===== src/rtl/imm_gen_pipe_if.sv =====
// imm_gen_pipe_if: handshake and payload bundle between the ID-stage immediate generator and its neighbours
interface imm_gen_pipe_if #(parameter int XLEN = 32);
  logic            in_valid_i;
  logic            in_ready_o;
  logic [31:0]     instr_i;
  logic            flush_i;
  logic            out_valid_o;
  logic            out_ready_i;
  logic [XLEN-1:0] imm_o;
  logic [2:0]      fmt_o;
  logic            illegal_o;
  modport slave (
    input  in_valid_i, instr_i, flush_i, out_ready_i,
    output in_ready_o, out_valid_o, imm_o, fmt_o, illegal_o
  );
  modport master (
    output in_valid_i, instr_i, flush_i, out_ready_i,
    input  in_ready_o, out_valid_o, imm_o, fmt_o, illegal_o
  );
endinterface


===== src/rtl/imm_gen_pipe.sv =====
// imm_gen_pipe: RISC-V immediate decoder feeding a 2-entry skid buffer with valid/ready and flush
module imm_gen_pipe #(
  parameter int XLEN       = 32,
  parameter bit SHIFT_BJ   = 1'b0,
  parameter bit ZERO_SHAMT = 1'b1
) (
  input logic          clk_i,
  input logic          rst_i,
  imm_gen_pipe_if.slave bus
);
  localparam logic [2:0] F_NONE  = 3'd0;
  localparam logic [2:0] F_I     = 3'd1;
  localparam logic [2:0] F_S     = 3'd2;
  localparam logic [2:0] F_B     = 3'd3;
  localparam logic [2:0] F_U     = 3'd4;
  localparam logic [2:0] F_J     = 3'd5;
  localparam logic [2:0] F_SHAMT = 3'd6;
  typedef struct packed {
    logic [XLEN-1:0] imm;
    logic [2:0]      fmt;
    logic            ill;
  } entry_t;
  typedef enum logic [1:0] {EMPTY, ONE, FULL} state_e;
  state_e state_q, state_d;
  entry_t m_q, m_d, k_q, k_d, dec;
  logic [31:0] ins;
  logic [2:0]  f3;
  logic [11:0] b_raw;
  logic [19:0] j_raw;
  logic [XLEN-1:0] imm_i, imm_s, imm_b, imm_j, imm_u, imm_sh;
  logic accept, pop;
  assign ins   = bus.instr_i;
  assign f3    = ins[14:12];
  assign b_raw = {ins[31], ins[7], ins[30:25], ins[11:8]};
  assign j_raw = {ins[31], ins[19:12], ins[20], ins[30:21]};
  assign imm_i = XLEN'($signed(ins[31:20]));
  assign imm_s = XLEN'($signed({ins[31:25], ins[11:7]}));
  assign imm_b = SHIFT_BJ ? XLEN'($signed({b_raw, 1'b0})) : XLEN'($signed(b_raw));
  assign imm_j = SHIFT_BJ ? XLEN'($signed({j_raw, 1'b0})) : XLEN'($signed(j_raw));
  assign imm_u = XLEN'($signed({ins[31:12], 12'b0}));
  // RV64 shifts carry a 6-bit shamt; bit 25 is part of funct7 on RV32
  assign imm_sh = (XLEN == 64) ? XLEN'(ins[25:20]) : XLEN'(ins[24:20]);
  always_comb begin
    dec = '0;
    case (ins[6:0])
      7'b0000011, 7'b1100111: dec = '{imm: imm_i, fmt: F_I, ill: 1'b0};
      7'b0010011: dec = (ZERO_SHAMT && (f3 == 3'b001 || f3 == 3'b101))
                        ? '{imm: imm_sh, fmt: F_SHAMT, ill: 1'b0}
                        : '{imm: imm_i, fmt: F_I, ill: 1'b0};
      7'b0100011: dec = '{imm: imm_s, fmt: F_S, ill: 1'b0};
      7'b1100011: dec = '{imm: imm_b, fmt: F_B, ill: 1'b0};
      7'b1101111: dec = '{imm: imm_j, fmt: F_J, ill: 1'b0};
      7'b0110111, 7'b0010111: dec = '{imm: imm_u, fmt: F_U, ill: 1'b0};
      7'b0110011, 7'b0001111, 7'b1110011: dec = '{imm: '0, fmt: F_NONE, ill: 1'b0};
      default: dec = '{imm: '0, fmt: F_NONE, ill: 1'b1};
    endcase
  end
  assign bus.in_ready_o  = state_q != FULL;
  assign bus.out_valid_o = state_q != EMPTY;
  assign bus.imm_o       = m_q.imm;
  assign bus.fmt_o       = m_q.fmt;
  assign bus.illegal_o   = m_q.ill;
  assign accept = bus.in_valid_i & bus.in_ready_o;
  assign pop    = bus.out_valid_o & bus.out_ready_i;
  // Flush only invalidates; payload registers keep their stale contents
  always_comb begin
    state_d = state_q;
    m_d     = m_q;
    k_d     = k_q;
    if (bus.flush_i) begin
      state_d = EMPTY;
    end else begin
      case (state_q)
        EMPTY: begin
          m_d     = accept ? dec : m_q;
          state_d = accept ? ONE : EMPTY;
        end
        ONE: begin
          m_d     = (accept && pop) ? dec : m_q;
          k_d     = (accept && !pop) ? dec : k_q;
          state_d = (accept && !pop) ? FULL : (!accept && pop) ? EMPTY : ONE;
        end
        FULL: begin
          m_d     = pop ? k_q : m_q;
          state_d = pop ? ONE : FULL;
        end
        default: state_d = EMPTY;
      endcase
    end
  end
  always_ff @(posedge clk_i or posedge rst_i) begin
    if (rst_i) begin
      state_q <= EMPTY;
      m_q     <= '0;
      k_q     <= '0;
    end else begin
      state_q <= state_d;
      m_q     <= m_d;
      k_q     <= k_d;
    end
  end
endmodule


===== src/flat_wrapper.sv =====
// flat-port wrapper written by rule: the top's interface ports become plain ports
module imm_gen_pipe_flat 
#(
  parameter int XLEN       = 32,
  parameter bit SHIFT_BJ   = 1'b0,
  parameter bit ZERO_SHAMT = 1'b1
)
  (clk_i, rst_i, bus_in_valid_i, bus_instr_i, bus_flush_i, bus_out_ready_i, bus_in_ready_o, bus_out_valid_o, bus_imm_o, bus_fmt_o, bus_illegal_o);
  imm_gen_pipe_if #(.XLEN(XLEN)) bus_i ();
  input logic clk_i;
  input logic rst_i;
  input wire logic [$bits(bus_i.in_valid_i)-1:0] bus_in_valid_i;
  input wire logic [$bits(bus_i.instr_i)-1:0] bus_instr_i;
  input wire logic [$bits(bus_i.flush_i)-1:0] bus_flush_i;
  input wire logic [$bits(bus_i.out_ready_i)-1:0] bus_out_ready_i;
  output wire logic [$bits(bus_i.in_ready_o)-1:0] bus_in_ready_o;
  output wire logic [$bits(bus_i.out_valid_o)-1:0] bus_out_valid_o;
  output wire logic [$bits(bus_i.imm_o)-1:0] bus_imm_o;
  output wire logic [$bits(bus_i.fmt_o)-1:0] bus_fmt_o;
  output wire logic [$bits(bus_i.illegal_o)-1:0] bus_illegal_o;
  assign bus_i.in_valid_i = bus_in_valid_i;
  assign bus_i.instr_i = bus_instr_i;
  assign bus_i.flush_i = bus_flush_i;
  assign bus_i.out_ready_i = bus_out_ready_i;
  assign bus_in_ready_o = bus_i.in_ready_o;
  assign bus_out_valid_o = bus_i.out_valid_o;
  assign bus_imm_o = bus_i.imm_o;
  assign bus_fmt_o = bus_i.fmt_o;
  assign bus_illegal_o = bus_i.illegal_o;
  imm_gen_pipe #(.XLEN(XLEN), .SHIFT_BJ(SHIFT_BJ), .ZERO_SHAMT(ZERO_SHAMT)) u_core (.clk_i(clk_i), .rst_i(rst_i), .bus(bus_i));
endmodule

===== config.mk =====
export PLATFORM = sky130hd
export DESIGN_NAME = imm_gen_pipe_flat
export DESIGN_NICKNAME = d
export VERILOG_FILES = /design/src/rtl/imm_gen_pipe_if.sv /design/src/rtl/imm_gen_pipe.sv /design/src/flat_wrapper.sv
export SDC_FILE = /design/constraint.sdc
export NUM_CORES = 1
export LEC_CHECK = 0
export BUFFER_PORTS_ARGS = -buffer_cell sky130_fd_sc_hd__clkbuf_2
export CAP_MARGIN = 0
export CORE_MARGIN = 2
export CORE_UTILIZATION = 30
export CTS_CLUSTER_DIAMETER = 30
export DETAILED_ROUTE_END_ITERATION = 7
export PLACE_DENSITY = 0.51
export SKIP_CTS_REPAIR_TIMING = 1
export SLEW_MARGIN = 20
export SYNTH_ARGS = -nofsm -noshare
export SYNTH_HDL_FRONTEND = slang
export SYNTH_SLANG_ARGS = --single-unit
export TNS_END_PERCENT = 20

===== constraint.sdc =====
create_clock -name clk_i -period 3.4 [get_ports clk_i]
set_clock_uncertainty 0.15 [all_clocks]
set_input_delay 0.34 -clock clk_i [delete_from_list [all_inputs] [get_ports clk_i]]
set_output_delay 0.34 -clock clk_i [all_outputs]
set_load 0.01 [all_outputs]

### Yosys cells after proc, flatten, opt, wreduce, memory -nomap -nowiden

Cells that the tools add are included.

* register bits after elaboration: 74
* input bits: 37
* logic and storage cells: 55
* memories kept: 0
* ROM bits: 0
* bits in latches: 0
* output and inout port bits: 38
* bits in writable memories: 0

* order comparisons: 0
* $mul: 0
* shift operators: 0
* add/subtract/negate cells: 0
* bitwise gates (word level): 3
* reduce and logical (&&, ||, !) cells: 14
* eq/ne operators: 19
* divide/modulo/power cells: 0
* multiplexer cells: 12

Operators with widths (count)
* 36-bit case mux with 7 select lines: 1
* 36-bit two-way mux: 4
* 36-bit case mux with 3 select lines: 1
* 7-bit equality test, second input constant: 4
* 7-bit by 6-bit equality test with 1-bit output, second input constant: 3
* 7-bit by 5-bit equality test with 1-bit output, second input constant: 2
* 7-bit by 2-bit equality test with 1-bit output, second input constant: 1
* 7-bit by 4-bit equality test with 1-bit output, second input constant: 1
* 2-bit two-way mux: 3
* 2-bit by 1-bit inequality test with 1-bit output, second input constant: 3
* 2-bit case mux with 3 select lines: 1
* 5-bit AND reduction: 1
* 2-bit OR reduction: 2
* 3-bit by 1-bit equality test with 1-bit output, second input constant: 1
* 3-bit equality test, second input constant: 1
* 1-bit logical AND: 3
* 3-bit AND reduction: 1
* 3-bit nonzero test: 1
* 3-bit OR reduction: 1
* 1-bit bitwise AND: 2
* 2-bit by 1-bit equality test with 1-bit output, second input constant: 1
* 2-bit equality test, second input constant: 1
* 1-bit logical NOT: 2
* 2-bit logical NOT: 1
* 5 further kinds: 6

### Logic depth before layout (Yosys ltp)

* word-level depth: 8
* gate-level depth with buffers: 14
* mapped depth without buffers: 9

### Worst setup path before layout

Ideal clock, no wire load.

* path type: flip-flop to flip-flop
* from: reg u_core.state_q[0]
* to: reg u_core.m_q, in the netlist u_core.bus.imm_o[5]
* arrival: 2.610 ns
* stages on the path, launching flop included: 14
* path slack: 0.514 ns
* required time: 3.124 ns
* period minus slack after synthesis: 2.886 ns
* cell sequence: dfrtp_1 -> buf_2 -> nor2b_1 -> buf_2 -> clkinv_1 -> clkbuf_1 -> and2_1 -> ha_1 -> mux2_2 -> a21oi_2 -> buf_4 -> buf_4 -> o21ai_0 -> a221o_1

* cells in the longest elaborated chain, start to end: 5

Ends and longest elaborated chain
* start, declared: line imm_gen_pipe.sv:24 `state_e state_q, state_d;`
* start signal, assigned: line imm_gen_pipe.sv:97 `state_q <= state_d;`
* 2-bit inequality test *: line imm_gen_pipe.sv:58 `assign bus.in_ready_o = state_q != FULL;`
* via bus_in_ready_o: line flat_wrapper.sv:16 `output wire logic [$bits(bus_i.in_ready_o)-1:0] bus_in_ready_o;`
* 1-bit bitwise AND *: line imm_gen_pipe.sv:63 `assign accept = bus.in_valid_i & bus.in_ready_o;`
* 1-bit logical AND: line imm_gen_pipe.sv:79 `m_d = (accept && pop) ? dec : m_q;`
* 2-bit by 1-bit inequality test with 1-bit output (no line)
* 5-bit AND reduction (no line) *
* end signal, assigned: line imm_gen_pipe.sv:98 `m_q <= m_d;`
* end, declared: line imm_gen_pipe.sv:25 `entry_t m_q, m_d, k_q, k_d, dec;`

The timed path passes the listed nets; every way through them passes the cells marked *.
A chain may end at the register's enable or synchronous reset.

### Worst setup path in the final report

* from: reg u_core.state_q[0]
* to: reg u_core.k_q[18] (netlist bit)

* cells in the longest elaborated chain, start to end: 5

Ends and longest elaborated chain
* 2-bit nonzero test: line imm_gen_pipe.sv:59 `assign bus.out_valid_o = state_q != EMPTY;`
* 1-bit bitwise AND: line imm_gen_pipe.sv:64 `assign pop = bus.out_valid_o & bus.out_ready_i;`
* 1-bit logical NOT: line imm_gen_pipe.sv:80 `k_d = (accept && !pop) ? dec : k_q;`
* 1-bit logical AND: line imm_gen_pipe.sv:80
* 3-bit AND reduction (no line) *
* end signal, assigned: line imm_gen_pipe.sv:99 `k_q <= k_d;`
* end, declared: line imm_gen_pipe.sv:25

Mark *: on every way between the ends. The rest lies on a longest branch, timed or not.

==> impl_results.md <==
* Total gr overflow at 0
* Die width at 117 um
* Largest cells by area after synthesis: dfrtp_1 48%, nor2_1 6.0%, a21oi_1 5.2%
* Antenna Cells at 0
* WL final at 11100 um
* Worst Reg2Reg Path Length in Cells at 7
* Critical path startpoint: u_core.state_q[0]
* Total core area at 0.0126 mm2
* CP Capture Type: flip-flop
* Port Buffers at 74
* CTS buffer count at 9
* Final Hold Viols at 0
* Power Density at 566 mW/mm2
* Net Sw Frac at 28.7%
* Hold Startpoint: bus_flush_i
* CTS Sinks at 74
* Worst EP required at 3.51 ns
* H-Tree Depth at 3
* Placer Congestion at 0.799
* Setup violators final at 0
* Syn. warnings at 0
* Fmax at 383 MHz
* Syn Area/Cell at 9.24 um2
* DR WL/cell at 16.9 um
* Leading area contributor after synthesis: dfrtp_1
* Vias at 3401
* Final ANT Viol Nets at 0
* Psw at 0.758 mW
* First-pass GRT wire length at 18500 um
* Initial DRC Count at 175
* CTS tree: done
* Crit path kind: flip-flop to flip-flop
* #FFs+latches synth at 74
* Total Routing Usage GR at 17.0%
* Final worst setup slack at 0.786 ns
* Register area share after synthesis at 48.1%
* Simple-gate portion of the synthesized area at 19.0%
* Ys async rst share at 100%
* Worst slew margin at 28.8%
* Critical Path AT at 2.73 ns
* Post-synthesis mux area share at 0.552%
* Clock Latency Late Sink at 0.34 ns
* Largest net degree at the start of global routing at 75
* Xor/xnor share of the synthesized area at 0.227%
* Multi-input logic area at 0.00179 mm2
* Clk pwr share at 37.2%
* Post-Synthesis Net Count at 456
* Crit Reg-Reg Endpoint: u_core.k_q[18]
* IO Pins at 75
* Initial antenna violation count at 0
* Via-per-instance ratio at 5.15
* Hold Crit Depth at 2
* Gate count of the mapped netlist at 417
* Min-delay worst type: input port to flip-flop
* Worst Setup Start Kind: flip-flop
* Pre-Repair DR Iteration Count at 5
* Worst r2r src: u_core.state_q[0]
* Layout cells sized above 1 at 24.1%
* DRC at 0
* Fin nets at 523
* Tightest Pin Transition at 1.07 ns
* Most frequent cells after synthesis: 74 x dfrtp_1, 62 x nor2_1, 42 x nand2_1, 40 x a21oi_1, 29 x o21ai_0
* Critical-path cell list: or2_2 > nand2_1 > ha_1 > and3_1 > buf_4 > nor2_1 > a21oi_1
* Mapped cell area at 0.00385 mm2
* Sequential power share at 44.5%
* Num rows at 41
* Clk pin slew, worst setup/hold paths at 0.06 ns
* Die area at 0.0138 mm2
* Place WS at 0.815 ns
* Period Utilization, post-route at 76.9%
* Outcome: completed
* Max-Cap Viols at 0
* RSZ-0062 raised after global routing: false
* Period minus WS final at 2.61 ns
* Internal at 1.88 mW
* Area delta synth->final at 21.1%
* Netlist cell types at 62
* Largest family of logic cells by synthesized area: compound AO/OA/AOI/OAI gates
* Number of synthesized flops with an enable pin at 0
* Hpwl dp at 7940 um
* Sequential Area at 0.00185 mm2
* Max Root-Sink Buffers at 2
* Combinational power share at 18.4%
* Adder-cell area share of the yosys netlist at 0.650%
* Yosys top cell area share at 48.1%
* Die H at 117 um
* Sink of the worst hold path: u_core.state_q[0]
* Vias in the first global route at 3465
* Top-count cell post-synth: dfrtp_1
* Initial Util at 30.7%
* Reg-to-reg slack, setup at 0.79 ns
* Pleak at 2.07 nW
* Post-synthesis compound-gate area fraction at 26.1%
* Fill cells at 1315
* Final Max Tran Viols at 0
* Slowest CP cell: and3_1
* Prevailing post-synth register cell: dfrtp_1
* Setup_tns at 0 ns
* Root buf cell: clkbuf_16
* Crit path largest cell delay at 0.87 ns
* CP max FO at 25
* Peak supply drop at 0.253 mV
==> power by group through the flow <==
stage / clock network, mW / registers (mW) / logic [mW]
after floorplan: 0 / 1.19 / 0.293
after detailed placement: 0 / 1.19 / 0.492
after CTS: 1.00 / 1.18 / 0.493
after global placement: 0 / 1.19 / 0.479
final: 0.980 / 1.17 / 0.484
after global routing: 1.03 / 1.20 / 0.549
==> metal layers <==
metal,vias up,GRT usage (%),wire [um]
met5,-,0,0
met4,0,6.93,185
met3,13,4.04,636
met2,98,25.7,5010
met1,1640,23.5,5310
li1,1650,-,-
==> layout by cell type, fill, tap and decap left out, types with 2 or more instances in the layout <==
cell type / count
nor3_1: 5
a31oi_1: 3
clkbuf_2: 74
a221oi_2: 4
clkbuf_16: 9
or2_1: 2
nor2_1: 62
o22ai_1: 9
nand3_1: 5
a311oi_1: 7
o21ai_0: 29
a21boi_0: 6
a21o_1: 3
clkbuf_8: 2
ha_1: 2
a22oi_1: 10
clkinvlp_4: 2
a221oi_1: 7
a21oi_1: 40
a221o_1: 6
or2_2: 2
nor4_1: 3
o21ai_1: 7
a211oi_1: 6
o2bb2ai_1: 2
nor2b_1: 3
nor3b_4: 2
buf_4: 11
and2_1: 3
inv_1: 10
dfrtp_1: 74
and2b_1: 2
nand2_1: 42
nand3b_1: 2
==> metrics by stage <==
step / power, mW / area, um2 / hold slack, ns / utilization, % / instances
2_1_floorplan: 1.49 / 3850 / 0.256 / - / 417
3_3_place_gp: 1.66 / 4360 / 0.311 / 34.7 / 645
3_5_place_dp: 1.68 / 4360 / 0.320 / 34.7 / 645
4_1_cts: 2.67 / 4660 / 0.0503 / 37.1 / 661
5_1_grt: 2.78 / 4660 / 0.0854 / 37.1 / 661
6_report: 2.64 / 4660 / 0.0616 / 37.1 / 661
==> sequential cells by signal (all words and copies together) (netlist names) <==
signal,cells
u_core.bus.illegal_o,1
u_core.bus.imm_o,32
u_core.bus.fmt_o,3
u_core.k_q,36
u_core.state_q,2
==> layout make-up <==
type	instances	share of cell area, %
sequential	74	39.7
multi-input combinational	302	38.4
timing repair buffer	85	9.71
clock buffer	12	5.50
tap	172	4.61
clock inverter	4	1.07
inverter	12	0.966
==> critical path, delay by kind of cell, from the launching register on <==
| family | cells | cell delay (ns) |
|---|---|---|
| AO/OA/AOI/OAI | 1 | 0.12 |
| adder cells (fa/ha/maj) | 1 | 0.16 |
| buffers and inverters | 1 | 0.31 |
| flip-flops | 1 | 0.45 |
| AND/OR/NAND/NOR | 4 | 1.34 |
==> how the worst max path moves through the flow <==
stage	endpoint	slack [ns]	cells past startpoint
after detailed placement	u_core.k_q[27]	0.81	7
after global placement	u_core.bus.imm_o[7]	0.91	9
after CTS	u_core.bus.imm_o[6]	0.80	9
after global routing	u_core.bus.imm_o[8]	0.60	9
final	u_core.k_q[18]	0.79	7
after floorplan	u_core.bus.imm_o[5]	0.51	13
==> logic make-up (layout without fill, tap and decap cells) <==
kind of cell | after synthesis | in the layout
DFF | 74 | 74
and+or+nand+nor | 147 | 147
AOI/OAI and AO/OA | 150 | 150
muxes | 2 | 2
xor gates and xnor gates | 1 | 1
adders and majority gates | 2 | 2
buffers and inverters | 41 | 113
Note: power is estimated with default switching activity, not from simulation.
